<file path="config.mk">
export PLATFORM = sky130hd
export DESIGN_NAME = spike_rate_decoder
export DESIGN_NICKNAME = d
export VERILOG_FILES = /design/src/rtl/spike_rate_decoder.sv
export SDC_FILE = /design/constraint.sdc
export NUM_CORES = 1
export LEC_CHECK = 0
export ABC_CLOCK_PERIOD_IN_PS = 5600
export CELL_PAD_IN_SITES_DETAIL_PLACEMENT = 1
export CELL_PAD_IN_SITES_GLOBAL_PLACEMENT = 2
export CORE_MARGIN = 2
export CORE_UTILIZATION = 37
export DETAILED_ROUTE_END_ITERATION = 7
export PLACE_DENSITY = 0.94
export REMOVE_ABC_BUFFERS = 1
export SYNTH_ARGS = -nofsm -noshare
export SYNTH_HDL_FRONTEND = slang
export SYNTH_SLANG_ARGS = --single-unit
</file>
<file path="constraint.sdc">
create_clock -name clk -period 5.6 [get_ports clk]
set_input_delay 1.12 -clock clk [delete_from_list [all_inputs] [get_ports clk]]
set_output_delay 1.12 -clock clk [all_outputs]
set_load 0.05 [all_outputs]
</file>
<file path="src/rtl/spike_rate_decoder.sv">
// Spike-train receiver: counts spikes and measures the latest inter-spike interval over a
// programmable window, then holds {rate, isi, overflow} on a valid/ready output.
module spike_rate_decoder #(
  parameter int WIN_W = 8,
  parameter int CNT_W = 8,
  parameter int ISI_W = 8
) (
  input  logic             clk,
  input  logic             rst,
  input  logic             en,
  input  logic             spike_in,
  input  logic [WIN_W-1:0] window_len,
  output logic [CNT_W-1:0] rate_out,
  output logic [ISI_W-1:0] isi_out,
  output logic             overflow,
  output logic             out_valid,
  input  logic             out_ready,
  output logic             busy,
  output logic             missed
);

  typedef enum logic [1:0] {
    S_IDLE  = 2'd0,
    S_COUNT = 2'd1,
    S_HOLD  = 2'd2
  } state_t;

  localparam logic [CNT_W-1:0] CNT_MAX  = {CNT_W{1'b1}};
  localparam logic [CNT_W-1:0] CNT_ONE  = {{(CNT_W-1){1'b0}}, 1'b1};
  localparam logic [ISI_W-1:0] ISI_MAX  = {ISI_W{1'b1}};
  localparam logic [ISI_W-1:0] ISI_ONE  = {{(ISI_W-1){1'b0}}, 1'b1};
  localparam logic [WIN_W:0]   SAMP_ONE = {{WIN_W{1'b0}}, 1'b1};

  state_t             state_q, state_d;
  logic [WIN_W:0]     len_q, len_d;
  logic [WIN_W:0]     samp_q, samp_d;
  logic [CNT_W-1:0]   cnt_q, cnt_d;
  logic               ovf_q, ovf_d;
  logic [ISI_W-1:0]   gap_q, gap_d;
  logic               seen_q, seen_d;
  logic [ISI_W-1:0]   isi_q, isi_d;
  logic [CNT_W-1:0]   rate_q, rate_d;
  logic [ISI_W-1:0]   isi_out_q, isi_out_d;
  logic               ovf_out_q, ovf_out_d;
  logic               valid_q, valid_d;
  logic               busy_q, busy_d;
  logic               missed_q, missed_d;
  logic               start_s;

  always_comb begin
    state_d   = state_q;
    len_d     = len_q;
    samp_d    = samp_q;
    cnt_d     = cnt_q;
    ovf_d     = ovf_q;
    gap_d     = gap_q;
    seen_d    = seen_q;
    isi_d     = isi_q;
    rate_d    = rate_q;
    isi_out_d = isi_out_q;
    ovf_out_d = ovf_out_q;
    start_s   = 1'b0;
    // The handshake edge is still HOLD, so a spike there is dropped and flagged.
    missed_d  = missed_q | (spike_in & (state_q != S_COUNT));

    case (state_q)
      S_IDLE: begin
        if (en) start_s = 1'b1;
        else    state_d = S_IDLE;
      end
      S_COUNT: begin
        samp_d = samp_q + SAMP_ONE;
        if (spike_in) begin
          if (cnt_q == CNT_MAX) ovf_d = 1'b1;
          else                  cnt_d = cnt_q + CNT_ONE;
          if (seen_q) isi_d = (gap_q == ISI_MAX) ? ISI_MAX : gap_q + ISI_ONE;
          else        isi_d = isi_q;
          seen_d = 1'b1;
          gap_d  = {ISI_W{1'b0}};
        end else if (seen_q && (gap_q != ISI_MAX)) begin
          gap_d = gap_q + ISI_ONE;
        end else begin
          gap_d = gap_q;
        end
        if (samp_d == len_q) begin
          state_d   = S_HOLD;
          rate_d    = cnt_d;
          isi_out_d = isi_d;
          ovf_out_d = ovf_d;
        end else begin
          state_d = S_COUNT;
        end
      end
      S_HOLD: begin
        if (out_ready) begin
          if (en) start_s = 1'b1;
          else    state_d = S_IDLE;
        end else begin
          state_d = S_HOLD;
        end
      end
      default: state_d = S_IDLE;
    endcase

    // A zero length encodes the full 2**WIN_W window.
    if (start_s) begin
      state_d = S_COUNT;
      len_d   = (window_len == {WIN_W{1'b0}}) ? {1'b1, {WIN_W{1'b0}}} : {1'b0, window_len};
      samp_d  = {(WIN_W+1){1'b0}};
      cnt_d   = {CNT_W{1'b0}};
      ovf_d   = 1'b0;
      gap_d   = {ISI_W{1'b0}};
      seen_d  = 1'b0;
      isi_d   = {ISI_W{1'b0}};
    end else begin
      len_d = len_q;
    end

    valid_d = (state_d == S_HOLD);
    busy_d  = (state_d == S_COUNT);
  end

  always_ff @(posedge clk) begin
    if (rst) begin
      state_q   <= S_IDLE;
      len_q     <= {(WIN_W+1){1'b0}};
      samp_q    <= {(WIN_W+1){1'b0}};
      cnt_q     <= {CNT_W{1'b0}};
      ovf_q     <= 1'b0;
      gap_q     <= {ISI_W{1'b0}};
      seen_q    <= 1'b0;
      isi_q     <= {ISI_W{1'b0}};
      rate_q    <= {CNT_W{1'b0}};
      isi_out_q <= {ISI_W{1'b0}};
      ovf_out_q <= 1'b0;
      valid_q   <= 1'b0;
      busy_q    <= 1'b0;
      missed_q  <= 1'b0;
    end else begin
      state_q   <= state_d;
      len_q     <= len_d;
      samp_q    <= samp_d;
      cnt_q     <= cnt_d;
      ovf_q     <= ovf_d;
      gap_q     <= gap_d;
      seen_q    <= seen_d;
      isi_q     <= isi_d;
      rate_q    <= rate_d;
      isi_out_q <= isi_out_d;
      ovf_out_q <= ovf_out_d;
      valid_q   <= valid_d;
      busy_q    <= busy_d;
      missed_q  <= missed_d;
    end
  end

  assign rate_out  = rate_q;
  assign isi_out   = isi_out_q;
  assign overflow  = ovf_out_q;
  assign out_valid = valid_q;
  assign busy      = busy_q;
  assign missed    = missed_q;

endmodule
</file>
==> results.json, run 1 <==
{
  "cts_tree": "yes",
  "post-synth-top-area-fraction": 0.407,
  "cp-end-kind": "register",
  "wl_met1_mm": 4.17,
  "grt_pass1_vias": 2978,
  "remaining_drc_errors": 0,
  "post_synth_num_cell_types": 47,
  "worst_pin_slew_ps": 1060,
  "overflow": 0,
  "finalNetCount": 423,
  "power.leakage_nw": 1.26,
  "power.net_switching_mw": 0.278,
  "post-place-ws_ps": 2090,
  "hold_class": "reg2reg",
  "finalHoldViolations": 0,
  "final_critical_path_setup_slack_ps": 2440,
  "syn-cell-area_sq_um": 3250,
  "rsz_0062_raised_after_global_routing": "no",
  "synth_area_per_cell_sq_um": 8.37,
  "fin_worst_skew_ps": 6.89,
  "drt_iter0_markers": 77,
  "io_pins": 33,
  "synth_seq_cells": 66,
  "pwr-share-seq": 0.506,
  "initial_antenna_violation_count": 0,
  "slew_violations": 0,
  "met2WireLength_mm": 4.06,
  "setup.worst_path.start_class": "primary input",
  "n_fill_cell": 1043,
  "critical_path_buf_inv_count": 1,
  "power.share.combinational": 0.135,
  "post-dp-hpwl_mm": 5.79,
  "peakVddDrop_uv": 128,
  "core-area_sq_um": 8590,
  "reg2reg_setup_slack_ps": 2580,
  "synth_async_sr_flop_share": 0,
  "ctsHoldBuffers": 0,
  "synth_top_cells_by_area": "dfxtp_1 41%, nor2_1 6.2%, a21oi_1 5.1%, xor2_1 4.3%, mux2i_1 3.7%",
  "crit_slowest_cell": "nor3b_2",
  "cts.sink_count": 66,
  "final.setup.tns_ps": 0,
  "share_clk_of_total_power": 0.359,
  "cts-root-buf": "clkbuf_8",
  "maxUsedRoutingLayer": "met4",
  "clkTransAtPathRegs_ps": 70,
  "detailroute.via_count": 2895,
  "timing.critical_path.cells": "clkdlybuf4s50_1 -> nor2b_1 -> nor3b_2 -> or2_2 -> nor2_1",
  "crit_family": "simple AND/OR/NAND/NOR gates",
  "layout-drive-gt1-share": 0.0631,
  "critical_path_class": "in2reg",
  "max_cap_violations": 0,
  "gpl.final_weighted_congestion": 0.819,
  "ys_dominant_reg_cell": "dfxtp_1",
  "placedCellCount": 504,
  "rows": 34,
  "instance_count_of_the_mapped_netlist": 388,
  "chipWidth_microns": 97.7,
  "dr_wl_met3_microns": 170,
  "layout.cells.non_filler": 520,
  "worst-endpoint-arrival_ps": 3360,
  "layout-area-overhead-vs-synth_pct": 16.4,
  "global_route_wire_length_before_repair_mm": 14.4,
  "ratio_of_total_power_to_cell_area_nw_per_um2": 258,
  "clock_tree.buffer_depth": 2,
  "post-synth-top-count-cell": "dfxtp_1",
  "clk-insertion-delay-late_ps": 350,
  "numPortBuffers": 32,
  "outcome": "complete, no violations",
  "postCtsSetupRepairBufs": 0,
  "synth-warning-count": 0,
  "worst_path_max_stage_delay_ps": 850,
  "die_area_sq_um": 9540,
  "worst-path-max-fanout": 35,
  "grt_util_all_layers": 0.186,
  "cp.required_ps": 5800,
  "p_sw_frac": 0.284,
  "cell_internal_pwr_mw": 0.699,
  "worst_slew_margin_rel": 0.290,
  "clock_tree.htree_level_count": 3,
  "layout_worst_path_cycle_share": 0.564,
  "synth_edf_count": 0,
  "final.min_clock_period_ps": 3160,
  "antenna_cells_inserted": 0,
  "initial_core_util": 0.378,
  "avgRoutedWirePerCell_microns": 16.5,
  "drt-pass1-iter-count": 4,
  "drt_wl_total_mm": 8.58,
  "yosysTopAreaCell": "dfxtp_1",
  "ant_nets": 0,
  "vias_per_cell": 5.57,
  "final-setup-viol-count": 0,
  "synth.yosys.seq_area_share": 0.407,
  "maxClockFrequency_mhz": 317,
  "postCtsResizedCells": 0,
  "synth.cells.most_frequent": "66 x dfxtp_1, 54 x nor2_1, 33 x a21oi_1",
  "maximum_number_of_pins_on_one_net_before_global_route_repair": 44,
  "floorplan.die.height_microns": 97.7,
  "cts-buffers-inserted": 9
}
## metrics by stage
step	hold WS (ps)	area [sq um]	util	total power [mW]
finish	462	3780	0.440	0.977
global route	498	3780	0.440	1.02
CTS	462	3780	0.440	0.990
detailed placement	454	3620	0.421	0.638
global placement	442	3620	0.421	0.634
floorplan	437	3120	-	0.584
## path summary, 6_finish.rpt
path	startpoint	endpoint	cells past startpoint
max reg2reg	samp_q[0]	rate_out[5]	7
min	isi_q[2]	isi_q[2]	2
max	out_ready	samp_q[7]	5
min reg2reg	isi_q[2]	isi_q[2]	2
## area by class of cell
type,instances,area [sq um],share of cell area
Timing Repair Buffer,36,350,0.0927
Tap cell,108,135,0.0357
Clock buffer,13,149,0.0394
Inverter,1,3.75,0.000993
Clock inverter,3,15.0,0.00397
Multi-Input combinational cell,293,1810,0.478
Sequential cell,66,1320,0.350
## cell families (layout without fill, tap and decap cells)
group	after synthesis	after routing	synth area share
mux	14	14	0.0439
flops	66	66	0.407
simple gates	153	153	0.240
fa+ha+maj	3	3	0.0116
compound gates	95	95	0.183
buf+inv	29	53	0.0393
xor+xnor	28	28	0.0755
## flip-flops by register name, summed over array words and instances, names as in the netlist, 2 cells and up
name and cells:
gap_q 8, len_q 9, rate_out 8, isi_out 8, cnt_q 8, isi_q 8, state_q 2, samp_q 9
## power groups by stage
stage	sequential, mW	combinational, mW	clock, mW
detailed placement	0.505	0.133	0
global placement	0.505	0.129	0
finish	0.494	0.132	0.351
floorplan	0.517	0.0673	0
CTS	0.495	0.133	0.362
global route	0.496	0.143	0.379
## cell usage in the layout (no fill, tap or decap), types with 3 or more instances in the layout
master	n
clkbuf_1	3
a211oi_1	14
nand4_1	16
nand2b_1	7
xnor2_1	12
o211ai_1	3
nand2_1	24
buf_4	4
or3_1	5
clkinv_2	3
xor2_1	16
nor3_1	4
a21oi_1	33
o21a_1	7
or2_2	3
dfxtp_1	66
clkdlybuf4s50_1	32
clkbuf_8	10
a31oi_1	12
and3_1	3
nor2_1	54
ha_1	3
mux2i_1	12
nand3_1	15
o31ai_1	5
o21ai_0	10
and2_1	5
## tightest hold or removal path, cell delays in order, from the launching register on
cell     delay (ps)
dfxtp_1         310
nand2_1          50
a21oi_1          50
## layer usage
layer,global-route usage,up-vias
met3,0.0281,16
met4,0.0780,0
li1,-,1433
met5,0,-
met2,0.309,30
met1,0.241,1416
(Power assumes the default switching activity.)
==> run 2: changes to the inputs <==
ABC_CLOCK_PERIOD_IN_PS = 2900   (was 5600)
CORE_UTILIZATION = 31   (was 37)
PLACE_DENSITY = 0.85   (was 0.94)
clock period = 2.9 ns   (was 5.6 ns; I/O delays follow)
==> run 2 against run 1 <==
Compared with the run above:
- hold slack improved by 4.6 ps
- clock skew rose by 0.61 ps
- power up 120%
- combinational power is 100% higher
- routed wire length is 3.8% higher
- clock power rose to 2.5 times the previous value
- critical endpoint is now rate_out[3]
- highest routed layer unchanged
==> results.json, run 2 (synthesized netlist as in run 1, its figures left out) <==
{
  "outcome": "complete, no violations",
  "fin_worst_skew_ps": 7.51,
  "die_area_sq_um": 11300,
  "hold_class": "reg2reg",
  "worst_pin_slew_ps": 757,
  "ctsHoldBuffers": 0,
  "ant_nets": 0,
  "rows": 37,
  "worst_slew_margin_rel": 0.495,
  "cts-buffers-inserted": 9,
  "rsz_0062_raised_after_global_routing": "no",
  "clock_tree.htree_level_count": 3,
  "slew_violations": 0,
  "final_critical_path_setup_slack_ps": 338,
  "critical_path_buf_inv_count": 1,
  "worst-path-max-fanout": 10,
  "multiInputGateArea_sq_um": 1810,
  "setup.worst_path.start_class": "register",
  "grt_pass1_vias": 2997,
  "numPortBuffers": 32,
  "r2r-start": "samp_q[1]",
  "hold_depth": 2,
  "crit_reg_reg_endpoint": "rate_out[3]",
  "cp.required_ps": 3170,
  "hold_path_startpoint": "isi_q[3]",
  "final.min_clock_period_ps": 2560,
  "final.setup.tns_ps": 0,
  "cts.sink_count": 66,
  "vias_per_cell": 5.30,
  "cp_common_cell": "a31oi_1",
  "remaining_drc_errors": 0,
  "clkTransAtPathRegs_ps": 80,
  "gpl.final_weighted_congestion": 0.815,
  "worst_path_max_stage_delay_ps": 550,
  "floorplan.die.height_microns": 106,
  "postCtsResizedCells": 0,
  "finalHoldViolations": 0,
  "drt_wl_total_mm": 8.90,
  "reg_top3": "len_q x9, samp_q x9",
  "finalNetCount": 430,
  "initial_antenna_violation_count": 0,
  "maxClockFrequency_mhz": 390,
  "worst-endpoint-arrival_ps": 2830,
  "worst_hold_path.endpoint": "isi_q[3]",
  "timing.hold.ws_ps": 467,
  "layout-area-overhead-vs-synth_pct": 20.8,
  "ratio_of_total_power_to_cell_area_nw_per_um2": 536,
  "power.leakage_nw": 1.31,
  "global_route_wire_length_before_repair_mm": 14.8,
  "drt_iter0_markers": 109,
  "detailroute.via_count": 2943,
  "layout.cells.non_filler": 555,
  "clock_tree.buffer_depth": 2,
  "overflow": 0,
  "post-dp-hpwl_mm": 6.16,
  "maximum_number_of_pins_on_one_net_before_global_route_repair": 36,
  "most_common_cell_after_layout_fill_and_taps_aside": "dfxtp_1",
  "crit_family": "simple AND/OR/NAND/NOR gates",
  "avgRoutedWirePerCell_microns": 16.0,
  "crit_slowest_cell": "or4_1",
  "layout-drive-gt1-share": 0.0835,
  "io_pins": 33,
  "post-place-ws_ps": 376,
  "regArea_sq_um": 1320,
  "critical_path_class": "reg2reg",
  "initial_core_util": 0.317,
  "drt-pass1-iter-count": 4,
  "grt_util_all_layers": 0.165,
  "cts-root-buf": "clkbuf_8",
  "final_cell_mix": "66 x dfxtp_1, 54 x nor2_1, 33 x a21oi_1",
  "chipWidth_microns": 106,
  "p_total_mw": 2.10,
  "postCtsSetupRepairBufs": 0,
  "core-area_sq_um": 10200,
  "final-setup-viol-count": 0,
  "antenna_cells_inserted": 0,
  "timing.critical_path.cells": "ha_1 -> or4_1 -> a31oi_1 -> or2_1 -> buf_4 -> a31oi_1 -> a211oi_1",
  "cts_tree": "yes",
  "max_cap_violations": 0,
  "clk-insertion-delay-late_ps": 350,
  "n_fill_cell": 1197,
  "cp-end-kind": "register",
  "layout_worst_path_cycle_share": 0.883,
  "reg2regPathDepth": 7,
  "peakVddDrop_uv": 291,
  "placedCellCount": 539,
  "reg2reg_setup_slack_ps": 340
}
==> run 2: worst register-to-register path: stages, from the launching register on <==
cell and delay [ps]:
dfxtp_1 380, ha_1 340, or4_1 550, a31oi_1 320, or2_1 330, buf_4 240
a31oi_1 110, a211oi_1 220
==> run 2: where the power goes <==
part	switching (mW)	internal, mW	leakage [nW]	total (mW)
Clock	0.380	0.505	0.109	0.885
Sequential	0.0213	0.932	0.535	0.953
Combinational	0.169	0.0967	0.669	0.265
==> run 2: per-layer routing <==
metal,vias up,routed length (microns),GRT usage
met3,10,244,0.0435
met4,0,100,0.0545
met2,40,4320,0.269
met1,1443,4240,0.210
li1,1450,-,-
met5,-,0,0
==> run 2: stage by stage <==
stage	utilization	cell area, sq um
after CTS	0.383	3920
after detailed placement	0.362	3700
final	0.383	3920
after global routing	0.383	3920
after floorplan	-	3120
after global placement	0.362	3700
==> run 2: area by class of cell <==
| class | count | share of cell area |
|---|---|---|
| sequential | 66 | 0.337 |
| inverter | 1 | 0.000957 |
| timing repair buffer | 43 | 0.103 |
| clock buffer | 11 | 0.0360 |
| tap | 136 | 0.0434 |
| clock inverter | 5 | 0.0198 |
| multi-input combinational | 293 | 0.460 |
==> run 2: worst max-delay path by stage <==
stage / from / end / slack (ps) / depth (start not counted)
4_1_cts: samp_q[1] / rate_out[2] / 350 / 7
2_1_floorplan: state_q[0] / gap_q[2] / 270 / 4
3_5_place_dp: samp_q[1] / rate_out[2] / 380 / 7
6_report: samp_q[1] / rate_out[3] / 340 / 7
5_1_grt: samp_q[1] / isi_out[2] / 120 / 8
3_3_place_gp: spike_in / isi_out[1] / 430 / 7
==> run 3: changes to the inputs <==
CORE_ASPECT_RATIO = 0.5   (was default)
==> run 3 against run 2 <==
Compared with the run above:
- flip-flop and latch count unchanged
- fmax decreased by 1.2%
- design area increased by 2.6%
- power increased by 11%
- via count decreased by 1.5%
- combinational power increased by 2%
==> results.json, run 3 (synthesized netlist as in run 1, its figures left out) <==
{
  "cts_tree": "yes",
  "die_area_sq_um": 11400,
  "cts-root-buf": "clkbuf_16",
  "outcome": "complete, no violations",
  "timing.hold.ws_ps": 464,
  "crit_reg_reg_endpoint": "isi_out[4]",
  "antenna_cells_inserted": 0,
  "fin_util": 0.395,
  "reg_top3": "len_q x9, samp_q x9",
  "r2r-start": "samp_q[0]",
  "layout_worst_path_cycle_share": 0.895,
  "layout-drive-gt1-share": 0.0859,
  "avgRoutedWirePerCell_microns": 16.0,
  "post-place-ws_ps": 354,
  "p_total_mw": 2.33,
  "cts-buffers-inserted": 9,
  "cts.sink_count": 66,
  "grt_util_all_layers": 0.167,
  "postCtsSetupRepairBufs": 0,
  "final-setup-viol-count": 0,
  "ctsHoldBuffers": 0,
  "drt_wl_total_mm": 8.92,
  "maximum_number_of_pins_on_one_net_before_global_route_repair": 29,
  "drt-pass1-iter-count": 4,
  "reg2reg_setup_slack_ps": 310,
  "ant_nets": 0,
  "finalNetCount": 430,
  "critical_path_class": "reg2reg",
  "clkTransAtPathRegs_ps": 50,
  "slew_violations": 0,
  "reg2regPathDepth": 8,
  "placedCellCount": 543,
  "global_route_wire_length_before_repair_mm": 15.0,
  "chipWidth_microns": 149,
  "core-area_sq_um": 10200,
  "clock_tree.htree_level_count": 3,
  "initial_antenna_violation_count": 0,
  "peakVddDrop_uv": 217,
  "clk-insertion-delay-late_ps": 330,
  "power.leakage_nw": 1.36,
  "post-dp-hpwl_mm": 6.21,
  "hold_depth": 2,
  "vias_per_cell": 5.19,
  "gpl.final_weighted_congestion": 0.835,
  "final_critical_path_setup_slack_ps": 306,
  "most_common_cell_after_layout_fill_and_taps_aside": "dfxtp_1",
  "layout.cells.non_filler": 559,
  "final.min_clock_period_ps": 2590,
  "detailed_place.area_sq_um": 3720,
  "worst-path-max-fanout": 13,
  "detailroute.via_count": 2900,
  "worst_slew_margin_rel": 0.588,
  "worst_hold_path.endpoint": "isi_q[3]",
  "clock_tree.buffer_depth": 2,
  "rsz_0062_raised_after_global_routing": "no",
  "overflow": 0,
  "worst_pin_slew_ps": 616,
  "final.setup.tns_ps": 0,
  "postCtsResizedCells": 0,
  "finalHoldViolations": 0,
  "setup.worst_path.start_class": "register",
  "maxClockFrequency_mhz": 385,
  "initial_core_util": 0.319,
  "numPortBuffers": 32,
  "layout-area-overhead-vs-synth_pct": 24.0,
  "rows": 26,
  "floorplan.die.height_microns": 76.4,
  "grt_pass1_vias": 2947,
  "remaining_drc_errors": 0,
  "max_cap_violations": 0,
  "final_design_area_no_fill_sq_um": 4030,
  "hold_class": "reg2reg",
  "n_fill_cell": 1209,
  "fin_worst_skew_ps": 6.09,
  "final_cell_mix": "66 x dfxtp_1, 54 x nor2_1, 33 x a21oi_1",
  "drt_iter0_markers": 83,
  "hold_path_startpoint": "isi_q[3]",
  "ratio_of_total_power_to_cell_area_nw_per_um2": 578,
  "io_pins": 33,
  "cp-end-kind": "register",
  "worst-endpoint-arrival_ps": 2790,
  "cp.required_ps": 3100
}
-- run 3: cell types whose count changed in the layout (fill, tap and decap cells not counted) --
cell	delta
clkbuf_16	+9
buf_4	-1
clkbuf_8	-8
buf_12	+1
clkinv_2	+1
clkbuf_1	-1
bufinv_16	-1
-- run 3: cell type report --
| type | instances | area (sq um) | area share |
|---|---|---|---|
| multi-input combinational | 293 | 1810 | 0.448 |
| sequential | 66 | 1320 | 0.328 |
| timing repair buffer | 43 | 415 | 0.103 |
| clock buffer | 11 | 253 | 0.0628 |
| tap | 140 | 175 | 0.0435 |
| clock inverter | 5 | 52.6 | 0.0131 |
| inverter | 1 | 3.75 | 0.000932 |
-- run 3: how the worst max path moves through the flow --
stage          slack [ps]       start  cells past startpoint     endpoint
6_report              310   samp_q[0]                      8   isi_out[4]
5_1_grt               110   samp_q[0]                      8   isi_out[4]
4_1_cts               310   samp_q[0]                      8   isi_out[4]
3_5_place_dp          350   samp_q[0]                      8  rate_out[5]
3_3_place_gp          420   samp_q[0]                      8  rate_out[5]
2_1_floorplan         270  state_q[0]                      4     gap_q[2]
-- run 3: worst max-delay path: stages, from the launching register on --
cell and delay, ps:
dfxtp_1 480, ha_1 400, nand2b_1 150, o211ai_1 200, a31oi_1 160, or4_1 590
nor3_4 160, buf_4 220, a211oi_1 100
-- run 3: power breakdown --
part	switching [mW]	internal, mW
clock	0.393	0.707
sequential	0.0236	0.934
combinational	0.171	0.0985
-- run 3: metal layers --
metal,routed length [microns],up-vias,global-route usage
li1,-,1454,-
met2,4010,35,0.265
met5,0,-,0
met3,324,7,0.0461
met4,77,0,0.0514
met1,4510,1404,0.221
